===== src/rtl/et_sbc_pkg.sv =====
// Shared types and helpers for the early-terminating stream-to-binary converter.
// scale_est is also used as the reference for checkpoint estimates.
package et_sbc_pkg;

    typedef enum logic [1:0] {
        ST_IDLE = 2'd0,
        ST_ACC  = 2'd1,
        ST_HOLD = 2'd2
    } state_t;

    // Scale a ones count seen over 2^j bits up to a tw-bit estimate.
    // An all-ones stream saturates to the largest representable value.
    function automatic logic [31:0] scale_est(input logic [31:0] ones, input int j, input int tw);
        if (ones == (32'd1 << j))
            return (32'd1 << tw) - 32'd1;
        return ones << (tw - j);
    endfunction

endpackage


===== src/rtl/et_sbc_checkpoint.sv =====
// Combinational checkpoint detection, estimate scaling and stability compare.
// Each candidate exponent uses its own constant shift, so the result is a mux over j.
module et_checkpoint
    import et_sbc_pkg::*;
#(
    parameter int TW    = 5,
    parameter int MIN_K = 2,
    parameter int KW    = $clog2(TW + 1)
) (
    input  logic [TW:0]   i_cnt_n,
    input  logic [TW:0]   i_ones_n,
    input  logic [TW-1:0] i_prev_est,
    input  logic [TW-1:0] i_et_tol,
    output logic          o_is_cp,
    output logic [KW-1:0] o_j,
    output logic [TW-1:0] o_est,
    output logic          o_in_tol
);

    logic [TW:0] w_a;
    logic [TW:0] w_b;
    logic [TW:0] w_diff;

    always_comb begin
        o_is_cp = 1'b0;
        o_j     = '0;
        o_est   = '0;
        for (int k = MIN_K; k <= TW; k++) begin
            if (i_cnt_n == (TW+1)'(1 << k)) begin
                o_is_cp = 1'b1;
                o_j     = KW'(k);
                o_est   = TW'(scale_est(32'(i_ones_n), k, TW));
            end
        end
    end

    // Unsigned absolute difference against the previous checkpoint estimate.
    assign w_a      = {1'b0, o_est};
    assign w_b      = {1'b0, i_prev_est};
    assign w_diff   = (w_a >= w_b) ? (w_a - w_b) : (w_b - w_a);
    assign o_in_tol = (w_diff <= {1'b0, i_et_tol});

endmodule


===== src/rtl/et_sbc.sv =====
// Stream-to-binary converter: counts ones in z and stops at max length, on
// upstream done, or when consecutive power-of-two checkpoints agree within tolerance.
module et_sbc
    import et_sbc_pkg::*;
#(
    parameter  int TW    = 5,
    parameter  int MIN_K = 2,
    localparam int KW    = $clog2(TW + 1)
) (
    input  logic          clk,
    input  logic          rst_n,
    input  logic          start,
    input  logic [KW-1:0] prec,
    input  logic          et_en,
    input  logic [TW-1:0] et_tol,
    input  logic          z,
    input  logic          z_valid,
    input  logic          src_done,
    output logic [TW-1:0] bz,
    output logic          bz_valid,
    input  logic          bz_ready,
    output logic [KW-1:0] len_used,
    output logic          busy,
    output logic [1:0]    dbg_state
);

    // Handshake: bz/len_used are stable while bz_valid is high; a result is
    // consumed on the edge where bz_valid && bz_ready, after which bz_valid drops.

    state_t        r_state;
    state_t        w_state_nxt;
    logic [KW-1:0] r_prec;
    logic          r_et_en;
    logic [TW-1:0] r_et_tol;
    logic [TW:0]   r_cnt;
    logic [TW:0]   r_ones;
    logic [TW-1:0] r_prev_est;
    logic [KW-1:0] r_lastk;
    logic [TW-1:0] r_bz;
    logic          r_bz_valid;
    logic [KW-1:0] r_len_used;

    logic [KW-1:0] w_prec_cl;
    logic [TW:0]   w_cnt_n;
    logic [TW:0]   w_ones_n;
    logic          w_is_cp;
    logic [KW-1:0] w_j;
    logic [TW-1:0] w_est;
    logic          w_in_tol;
    logic          w_term;
    logic [TW-1:0] w_bz_nxt;
    logic [KW-1:0] w_len_nxt;

    assign w_cnt_n  = r_cnt + 1'b1;
    assign w_ones_n = r_ones + {{TW{1'b0}}, z};

    always_comb begin
        w_prec_cl = prec;
        if (prec < KW'(MIN_K))
            w_prec_cl = KW'(MIN_K);
        else if (prec > KW'(TW))
            w_prec_cl = KW'(TW);
    end

    et_checkpoint #(.TW(TW), .MIN_K(MIN_K), .KW(KW)) u_cp (
        .i_cnt_n    (w_cnt_n),
        .i_ones_n   (w_ones_n),
        .i_prev_est (r_prev_est),
        .i_et_tol   (r_et_tol),
        .o_is_cp    (w_is_cp),
        .o_j        (w_j),
        .o_est      (w_est),
        .o_in_tol   (w_in_tol)
    );

    always_comb begin
        w_state_nxt = r_state;
        w_term      = 1'b0;
        w_bz_nxt    = r_bz;
        w_len_nxt   = r_len_used;
        case (r_state)
            ST_IDLE: if (start) w_state_nxt = ST_ACC;
            ST_ACC: begin
                if (z_valid) begin
                    if (w_is_cp && (w_j == r_prec)) begin
                        w_term = 1'b1; w_bz_nxt = w_est; w_len_nxt = w_j;
                    end else if (r_et_en && w_is_cp && (w_j > KW'(MIN_K)) && w_in_tol) begin
                        w_term = 1'b1; w_bz_nxt = w_est; w_len_nxt = w_j;
                    end else if (src_done) begin
                        w_term    = 1'b1;
                        w_bz_nxt  = w_is_cp ? w_est : r_prev_est;
                        w_len_nxt = w_is_cp ? w_j   : r_lastk;
                    end
                end else if (src_done) begin
                    w_term = 1'b1; w_bz_nxt = r_prev_est; w_len_nxt = r_lastk;
                end
                if (w_term) w_state_nxt = ST_HOLD;
            end
            ST_HOLD: if (bz_ready) w_state_nxt = ST_IDLE;
            default: w_state_nxt = ST_IDLE;
        endcase
    end

    always_ff @(posedge clk or negedge rst_n) begin
        if (!rst_n) r_state <= ST_IDLE;
        else        r_state <= w_state_nxt;
    end

    always_ff @(posedge clk or negedge rst_n) begin
        if (!rst_n) begin
            r_prec <= '0; r_et_en <= 1'b0; r_et_tol <= '0;
            r_cnt <= '0; r_ones <= '0; r_prev_est <= '0; r_lastk <= '0;
            r_bz <= '0; r_bz_valid <= 1'b0; r_len_used <= '0;
        end else begin
            if ((r_state == ST_IDLE) && start) begin
                r_prec <= w_prec_cl; r_et_en <= et_en; r_et_tol <= et_tol;
                r_cnt <= '0; r_ones <= '0; r_prev_est <= '0; r_lastk <= '0;
            end
            if ((r_state == ST_ACC) && z_valid) begin
                r_cnt  <= w_cnt_n;
                r_ones <= w_ones_n;
                if (w_is_cp) begin
                    r_prev_est <= w_est;
                    r_lastk    <= w_j;
                end
            end
            if (w_term) begin
                r_bz       <= w_bz_nxt;
                r_len_used <= w_len_nxt;
                r_bz_valid <= 1'b1;
            end
            if ((r_state == ST_HOLD) && bz_ready)
                r_bz_valid <= 1'b0;
        end
    end

    assign bz        = r_bz;
    assign bz_valid  = r_bz_valid;
    assign len_used  = r_len_used;
    assign busy      = (r_state != ST_IDLE);
    assign dbg_state = r_state;

endmodule


===== config.mk =====
export PLATFORM = sky130hd
export DESIGN_NAME = et_sbc
export DESIGN_NICKNAME = d
export VERILOG_FILES = /design/src/rtl/et_sbc_pkg.sv /design/src/rtl/et_sbc_checkpoint.sv /design/src/rtl/et_sbc.sv
export SDC_FILE = /design/constraint.sdc
export NUM_CORES = 1
export LEC_CHECK = 0
export ABC_AREA = 1
export CORE_MARGIN = 1.5
export CORE_UTILIZATION = 52
export CTS_CLUSTER_DIAMETER = 60
export DETAILED_ROUTE_END_ITERATION = 8
export PLACE_DENSITY = 0.78
export SLEW_MARGIN = 30
export SYNTH_ARGS = -nofsm -noshare
export SYNTH_HDL_FRONTEND = slang
export SYNTH_SLANG_ARGS = --single-unit
export TNS_END_PERCENT = 50

===== constraint.sdc =====
create_clock -name clk -period 4.5 [get_ports clk]
set_input_delay 0.45 -clock clk [delete_from_list [all_inputs] [get_ports clk]]
set_output_delay 0.45 -clock clk [all_outputs]
set_load 0.01 [all_outputs]

Yosys cells after proc, flatten, opt, wreduce, memory -nomap -nowiden. Index checks and enable logic that the tools add are counted.

Bits in registers: 40. Input port bits: 16. Output and inout bits: 12. Logic and storage cells: 113.

$add $sub $neg: 4. Order comparisons: 5. Equality and inequality tests: 14. Muxes and demuxes: 64. Reduce and logical (&&, ||, !) cells: 15.

Operators with widths (number): 5-bit two-way mux (21); 3-bit two-way mux (14); 6-bit two-way mux (4); 1-bit two-way mux (20); 6-bit by 3-bit equality test with 1-bit output (second input constant) (2); 6-bit by 4-bit equality test with 1-bit output (second input constant) (2); 6-bit by 5-bit equality test with 1-bit output (second input constant) (2); 6-bit equality test (second input constant) (2); 5-bit by 5-bit subtractor with 6-bit output (2); 2-bit two-way mux (4); 2-bit nonzero test (4); 1-bit logical AND (7); 6-bit by 1-bit adder with 6-bit output (1); 6-bit by 1-bit adder with 6-bit output (second input constant) (1); 6-bit by 5-bit <= comparator with 1-bit output (1); 2-bit case mux with 3 select lines (1); 5-bit greater-or-equal comparator (1); 2-bit inequality test (second input constant) (2); 4-bit AND reduction (1); 3-bit equality test (1); 3-bit by 2-bit > comparator with 1-bit output (second input constant) (1); 3-bit > comparator (second input constant) (1); 3-bit by 2-bit less-than comparator with 1-bit output (second input constant) (1); 3-bit AND reduction (1); 5 further kinds (5).

Longest topological paths before layout.
Depth in word-level cells: 20. Mapped depth: 39. Mapped depth without buffers: 39.

Cells and area by module. From an unflattened synthesis, not the netlist that was laid out.

Cell total of the unflattened synthesis: 400. Area, all modules: 3036.7 sq um.

Modules (own cells, without submodules): et_sbc (times used 1, cells an instance 224, area an instance 2003.2 sq um, seq. area each 1001.0 sq um); et_checkpoint (times used 1, cells an instance 176, area an instance 1033.5 sq um, seq. area each 0.0 sq um).

Least setup slack after synthesis. No wires, ideal clock.

Path type: input-to-reg. Start: input z. End: register r_state[1] (netlist: dbg_state[1]). Library setup time: 0.125 ns. Arrival time: 4.233 ns. Required time: 4.375 ns. Slack: 0.141 ns. Stages on the path: 33. Buffers on the path: 0. Cells stage by stage: ha_1 -> ha_1 -> inv_1 -> nand2_1 -> nand2_1 -> nand2_1 -> nor2_1 -> nand3_1 -> nand3_1 -> nand2_1 -> nor2_1 -> nand2_1 -> inv_1 -> ha_1 -> a21oi_1 -> nand3_1 -> a21oi_1 -> nand3_1 -> o21ai_0 -> xor2_1 -> inv_1 -> ha_1 -> nand2_1 -> o21ai_0 -> nand2_1 -> nand2_1 -> nand2_1 -> nand3_1 -> nor2_1 -> nor2_1 -> nand2_4 -> nand3_4 -> o21ai_1.

Word-level cells in the longest chain between the ends: 19. Elaborated cells between the ends (all ways): 33. Classes of those cells: add/sub: 3; order compare: 2; eq/ne: 5; mux: 21; reduce/logical: 2.

RTL lines: start, declared (line et_sbc.sv:16) `input logic z,`; 6-bit by 1-bit adder with 6-bit output * (line et_sbc.sv:55) `assign w_ones_n = r_ones + {{TW{1'b0}}, z};`; 6-bit by 3-bit equality test with 1-bit output (line et_sbc_pkg.sv:14) `if (ones == (32'd1 << j))`; 1-bit two-way mux (line et_sbc_pkg.sv:14); 1-bit two-way mux (line et_sbc_checkpoint.sv:29) `if (i_cnt_n == (TW+1)'(1 << k)) begin`; 5-bit two-way mux (line et_sbc_pkg.sv:16) `return ones << (tw - j);`; 5-bit two-way mux (3 in series) (line et_sbc_checkpoint.sv:29); 5-bit two-way mux * (line et_sbc_checkpoint.sv:29); 5-bit by 5-bit subtractor with 6-bit output or 5-bit greater-or-equal comparator (tied branches) (line et_sbc_checkpoint.sv:40) `assign w_diff = (w_a >= w_b) ? (w_a - w_b) : (w_b - w_a);`; 6-bit two-way mux * (line et_sbc_checkpoint.sv:40); 6-bit by 5-bit <= comparator with 1-bit output * (line et_sbc_checkpoint.sv:41) `assign o_in_tol = (w_diff <= {1'b0, i_et_tol});`; 1-bit logical AND * (line et_sbc.sv:87) `end else if (r_et_en && w_is_cp && (w_j > KW'(MIN_K)) && w_in_tol) begin`; 1-bit two-way mux * (line et_sbc.sv:87); 1-bit two-way mux * (line et_sbc.sv:85) `if (w_is_cp && (w_j == r_prec)) begin`; 1-bit two-way mux * (line et_sbc.sv:84) `if (z_valid) begin`; 1-bit two-way mux * (line et_sbc.sv:81) `case (r_state)`; 2-bit by 1-bit inequality test with 1-bit output (no line) *; 3-bit AND reduction (no line) *; end signal, assigned (line et_sbc.sv:106) `else r_state <= w_state_nxt;`; end, declared (line et_sbc.sv:30) `state_t r_state;`.

Every way passes the cells marked *; elsewhere a longest branch is shown, timed or not. The select of a mux whose other input is x is not followed. A chain may end at the register's enable or synchronous reset.

Worst setup path in the final report.
Start: register r_ones[0]. End: register r_len_used[2] (netlist: len_used[2]).

Word-level cells in the longest chain between the ends: 19. Elaborated cells between the ends (all ways): 37. Classes of those cells: add/sub: 3; order compare: 2; eq/ne: 4; mux: 25; reduce/logical: 3.

RTL lines: start, declared (line et_sbc.sv:36) `logic [TW:0] r_ones;`; start signal, assigned (line et_sbc.sv:121) `r_ones <= w_ones_n;`; 6-bit by 1-bit adder with 6-bit output * (line et_sbc.sv:55); 6-bit by 3-bit equality test with 1-bit output (line et_sbc_pkg.sv:14); 1-bit two-way mux (line et_sbc_pkg.sv:14); 1-bit two-way mux (line et_sbc_checkpoint.sv:29); 5-bit two-way mux (line et_sbc_pkg.sv:16); 5-bit two-way mux (3 in series) (line et_sbc_checkpoint.sv:29); 5-bit two-way mux * (line et_sbc_checkpoint.sv:29); 5-bit by 5-bit subtractor with 6-bit output or 5-bit greater-or-equal comparator (tied branches) (line et_sbc_checkpoint.sv:40); 6-bit two-way mux * (line et_sbc_checkpoint.sv:40); 6-bit by 5-bit <= comparator with 1-bit output * (line et_sbc_checkpoint.sv:41); 1-bit logical AND * (line et_sbc.sv:87); 1-bit two-way mux (line et_sbc.sv:87); 1-bit two-way mux (line et_sbc.sv:85); 1-bit two-way mux (line et_sbc.sv:84); 1-bit two-way mux (2 in series) (line et_sbc.sv:81); 4-bit AND reduction (no line); end signal, assigned (line et_sbc.sv:129) `r_len_used <= w_len_nxt;`; end, declared (line et_sbc.sv:41) `logic [KW-1:0] r_len_used;`.

Marks and branches as above.

==> impl_metrics.xml <==
<?xml version="1.0" encoding="UTF-8"?>
<metrics>
  <group name="setup_path">
    <metric name="critical-path-top-cell-by-count" unit="">sky130_fd_sc_hd__nand2_1</metric>
    <metric name="critical_path_arrival" unit="ns">4.79</metric>
    <metric name="r2r_setup_slack" unit="ns">-0.06</metric>
    <metric name="category_of_the_worst_setup_path_launch_point" unit="">register</metric>
    <metric name="cp_slowest_cell" unit="">sky130_fd_sc_hd__dfrtp_1</metric>
    <metric name="critical_path.max_fanout" unit="">6</metric>
    <metric name="critical-path-max-stage-delay" unit="ns">0.41</metric>
    <metric name="crit_required" unit="ns">4.73</metric>
    <metric name="timing.critical_path.to_type" unit="">register</metric>
    <metric name="critical_setup_path_class" unit="">reg2reg</metric>
  </group>
  <group name="detailed_routing">
    <metric name="wire_per_inst" unit="um">14.3</metric>
    <metric name="routed_wl" unit="um">8250</metric>
    <metric name="drc_errors" unit="">0</metric>
    <metric name="vias" unit="">3139</metric>
    <metric name="drtPass1Iterations" unit="">5</metric>
    <metric name="detailedRoute.firstIterationViolations" unit="">168</metric>
    <metric name="routed_via_density" unit="">5.42</metric>
    <metric name="route.antenna.remaining_nets" unit="">0</metric>
  </group>
  <group name="global_routing">
    <metric name="wire_length_of_the_first_global_routing_pass" unit="um">13200</metric>
    <metric name="gr-usage-all-layers" unit="%">27.4</metric>
    <metric name="antenna_violations_before_repair" unit="">0</metric>
    <metric name="largest_net_degree_at_the_start_of_global_routing" unit="">41</metric>
    <metric name="vias_in_the_first_global_route" unit="">2964</metric>
    <metric name="grt_remaining_overflow" unit="">0</metric>
  </group>
  <group name="job">
    <metric name="max-cap-violations" unit="">0</metric>
  </group>
  <group name="clock_network">
    <metric name="clk_path_buf_depth" unit="">2</metric>
    <metric name="ctsHtreeMaxLevel" unit="">2</metric>
    <metric name="clkTransAtPathRegs" unit="ns">0.09</metric>
    <metric name="clkLatencyLatePin" unit="ns">0.30</metric>
    <metric name="cts_num_sinks" unit="">40</metric>
    <metric name="tritoncts.num_buffers" unit="">5</metric>
    <metric name="clock_tree_from_tritoncts" unit="">done</metric>
    <metric name="cts-hold-fix-buffers" unit="">0</metric>
    <metric name="clockRootBuffer" unit="">sky130_fd_sc_hd__clkbuf_8</metric>
  </group>
  <group name="sta">
    <metric name="finalHoldViolations" unit="">0</metric>
    <metric name="clock_skew" unit="ns">0.00778</metric>
    <metric name="tightestPinTransition" unit="ns">0.728</metric>
    <metric name="slew_headroom" unit="%">51.3</metric>
    <metric name="fin_crit_sh" unit="%">101</metric>
    <metric name="min_period" unit="ns">4.56</metric>
    <metric name="achievable-frequency" unit="GHz">0.219</metric>
    <metric name="slew_viol_final" unit="">0</metric>
    <metric name="fin_setup_tns" unit="ns">-0.247</metric>
    <metric name="timing.final.setup_violations" unit="">8</metric>
    <metric name="grt_setup_unrepaired" unit="">yes</metric>
    <metric name="timing.final.ws_setup" unit="ns">-0.0565</metric>
  </group>
  <group name="die">
    <metric name="die_y" unit="um">78.3</metric>
    <metric name="floorplan.die.width" unit="um">78.3</metric>
    <metric name="initial_core_util" unit="%">53.9</metric>
    <metric name="placeableCoreArea" unit="um2">5470</metric>
    <metric name="row_count" unit="">27</metric>
    <metric name="boundaryPins" unit="">28</metric>
    <metric name="die_area" unit="um2">6130</metric>
  </group>
  <group name="synth">
    <metric name="number_of_enable_flip_flop_cells_after_synthesis" unit="">0</metric>
    <metric name="synth-main-ff-cell" unit="">sky130_fd_sc_hd__dfrtp_1</metric>
    <metric name="synth-seq-area-share" unit="%">34.0</metric>
    <metric name="mappedNetlistNets" unit="">463</metric>
    <metric name="post-synth-top-count-cell" unit="">sky130_fd_sc_hd__nand2_1</metric>
    <metric name="synth_area" unit="um2">2950</metric>
    <metric name="synthesis_warnings" unit="">0</metric>
    <metric name="synth_largest_area_cell" unit="">sky130_fd_sc_hd__dfrtp_1</metric>
    <metric name="syn_avg_cell_area" unit="um2">6.92</metric>
    <metric name="postSynthCellCount" unit="">426</metric>
    <metric name="ys_async_sr_fraction" unit="%">100</metric>
    <metric name="synthTopCellsByCount" unit="">sky130_fd_sc_hd__nand2_1, sky130_fd_sc_hd__inv_1, sky130_fd_sc_hd__nand3_1</metric>
    <metric name="post_synthesis_cell_type_count" unit="">30</metric>
    <metric name="synth_top_area_share" unit="%">34.0</metric>
    <metric name="synth.ff_latch_count" unit="">40</metric>
    <metric name="synth.area.top_cells" unit="">sky130_fd_sc_hd__dfrtp_1, sky130_fd_sc_hd__nand2_1, sky130_fd_sc_hd__ha_1</metric>
  </group>
  <group name="power_and_ir_drop">
    <metric name="pwr-share-comb" unit="%">44.8</metric>
    <metric name="total_power" unit="mW">1.43</metric>
    <metric name="net-switching-power" unit="mW">0.565</metric>
    <metric name="sw_frac_of_total" unit="%">39.5</metric>
    <metric name="internal_power" unit="mW">0.866</metric>
    <metric name="clock_power_share" unit="%">20.8</metric>
    <metric name="power.share.sequential" unit="%">34.4</metric>
    <metric name="cellPowerDensity" unit="nW/um2">350</metric>
    <metric name="total_leakage_power" unit="nW">2.02</metric>
    <metric name="max-vdd-ir-drop" unit="mV">0.242</metric>
  </group>
  <group name="placed_design">
    <metric name="io_buffers" unit="">27</metric>
    <metric name="hpwlAfterDp" unit="um">5270</metric>
    <metric name="final_weighted_congestion_of_routability_driven_global_placement" unit="">0.992</metric>
    <metric name="post-place-ws" unit="ns">-0.683</metric>
  </group>
  <group name="cells_and_area">
    <metric name="area.growth.synth_to_final" unit="%">38.8</metric>
    <metric name="multi_input_comb_area" unit="um2">2010</metric>
    <metric name="drive_above_1_share" unit="%">28.4</metric>
    <metric name="num-nets-final" unit="">543</metric>
    <metric name="antenna_cells" unit="">0</metric>
    <metric name="fill_cell_count" unit="">423</metric>
    <metric name="register_area" unit="um2">1000</metric>
  </group>
  <group name="run_status">
    <metric name="run_status" unit="">complete, but fails checks</metric>
    <metric name="failed_checks" unit="">setup timing</metric>
  </group>
  <group name="min_path">
    <metric name="holdCritPathClass" unit="">in2async</metric>
  </group>
</metrics>
-- critical path, delay by kind of cell, from the launching register on --
kind / cells / cell delay [ns]
and+or+nand+nor: 19 / 1.69
adders and majority gates: 4 / 0.85
buffers and inverters: 6 / 0.73
AOI/OAI and AO/OA: 5 / 0.58
DFF: 1 / 0.41
xor gates and xnor gates: 1 / 0.23
-- metal layers --
metal | vias to the layer above | GRT usage (%) | share of wire, %
met3 | 26 | 4.30 | 3.5
met2 | 85 | 47.0 | 50
met5 | - | 0 | 0
met4 | 0 | 10.2 | 2.7
met1 | 1485 | 34.7 | 44
li1 | 1543 | - | -
-- kinds of logic after synthesis --
family / Yosys count / synth area share [%]
DFF: 40 / 34.0
xor gates and xnor gates: 4 / 1.19
buffers and inverters: 68 / 8.83
and+or+nand+nor: 241 / 36.6
AOI/OAI and AO/OA: 52 / 9.97
adders and majority gates: 21 / 9.42
-- area by class of cell --
class / count / area share (%)
Multi-Input combinational cell: 320 / 49.1
Sequential cell: 40 / 24.5
Timing Repair Buffer: 78 / 15.9
Inverter: 61 / 5.66
Tap cell: 72 / 2.20
Clock buffer: 6 / 1.77
Clock inverter: 2 / 0.856
-- cell usage in the layout, fill, tap and decap left out, drive strengths merged --
cell             n
a21oi           12
nand3           45
clkdlybuf4s50   25
ha              19
inv             61
nand4           16
o21bai           1
dfrtp           40
fa               2
or2              1
o21ai           27
nor2            36
bufinv           1
buf             52
xor2             2
dlygate4sd2      1
o22ai            9
a21o             2
xnor2            2
a221oi           1
clkbuf           6
clkinv           1
nand2          145
-- final timing paths --
check,startpoint,cells after the start,end
max,r_ones[0],35,len_used[2]
min in group clk,bz[1],2,bz[1]
max reg2reg,r_ones[0],35,len_used[2]
min reg2reg,bz[1],2,bz[1]
max in group asynchronous,rst_n,1,r_cnt[2]
min,rst_n,1,r_cnt[1]
-- power by group through the flow --
stage	clock (mW)	combinational (mW)	sequential, mW
floorplan	0	0.315	0.490
global placement	0	0.501	0.486
detailed placement	0	0.510	0.490
CTS	0.301	0.557	0.486
global route	0.315	0.710	0.500
finish	0.297	0.641	0.493
-- flip-flops by register name (all words and copies together), names as in the netlist --
| signal | cells |
|---|---|
| bz | 5 |
| bz_valid | 1 |
| dbg_state | 2 |
| len_used | 3 |
| r_cnt | 6 |
| r_et_en | 1 |
| r_et_tol | 5 |
| r_lastk | 3 |
| r_ones | 6 |
| r_prec | 3 |
| r_prev_est | 5 |
-- metrics by stage --
step | cell area [um2] | std cells | hold slack, ns | utilization [%]
after floorplan | 2950 | 426 | 0.154 | -
after global placement | 3500 | 548 | 0.461 | 63.9
after detailed placement | 3500 | 548 | 0.469 | 63.9
after CTS | 3910 | 575 | 0.306 | 71.4
after global routing | 4090 | 579 | 0.160 | 74.8
final | 4090 | 579 | 0.124 | 74.8
-- what timing repair did --
action | 4_1_cts | 5_1_grt
pin swaps | 30 | 28
buffers inserted | 17 | 4
cloned | 2 | 0
setup endpoints to repair | 11 | 11
gates resized for setup | 44 | 41
(Power assumes the default switching activity.)
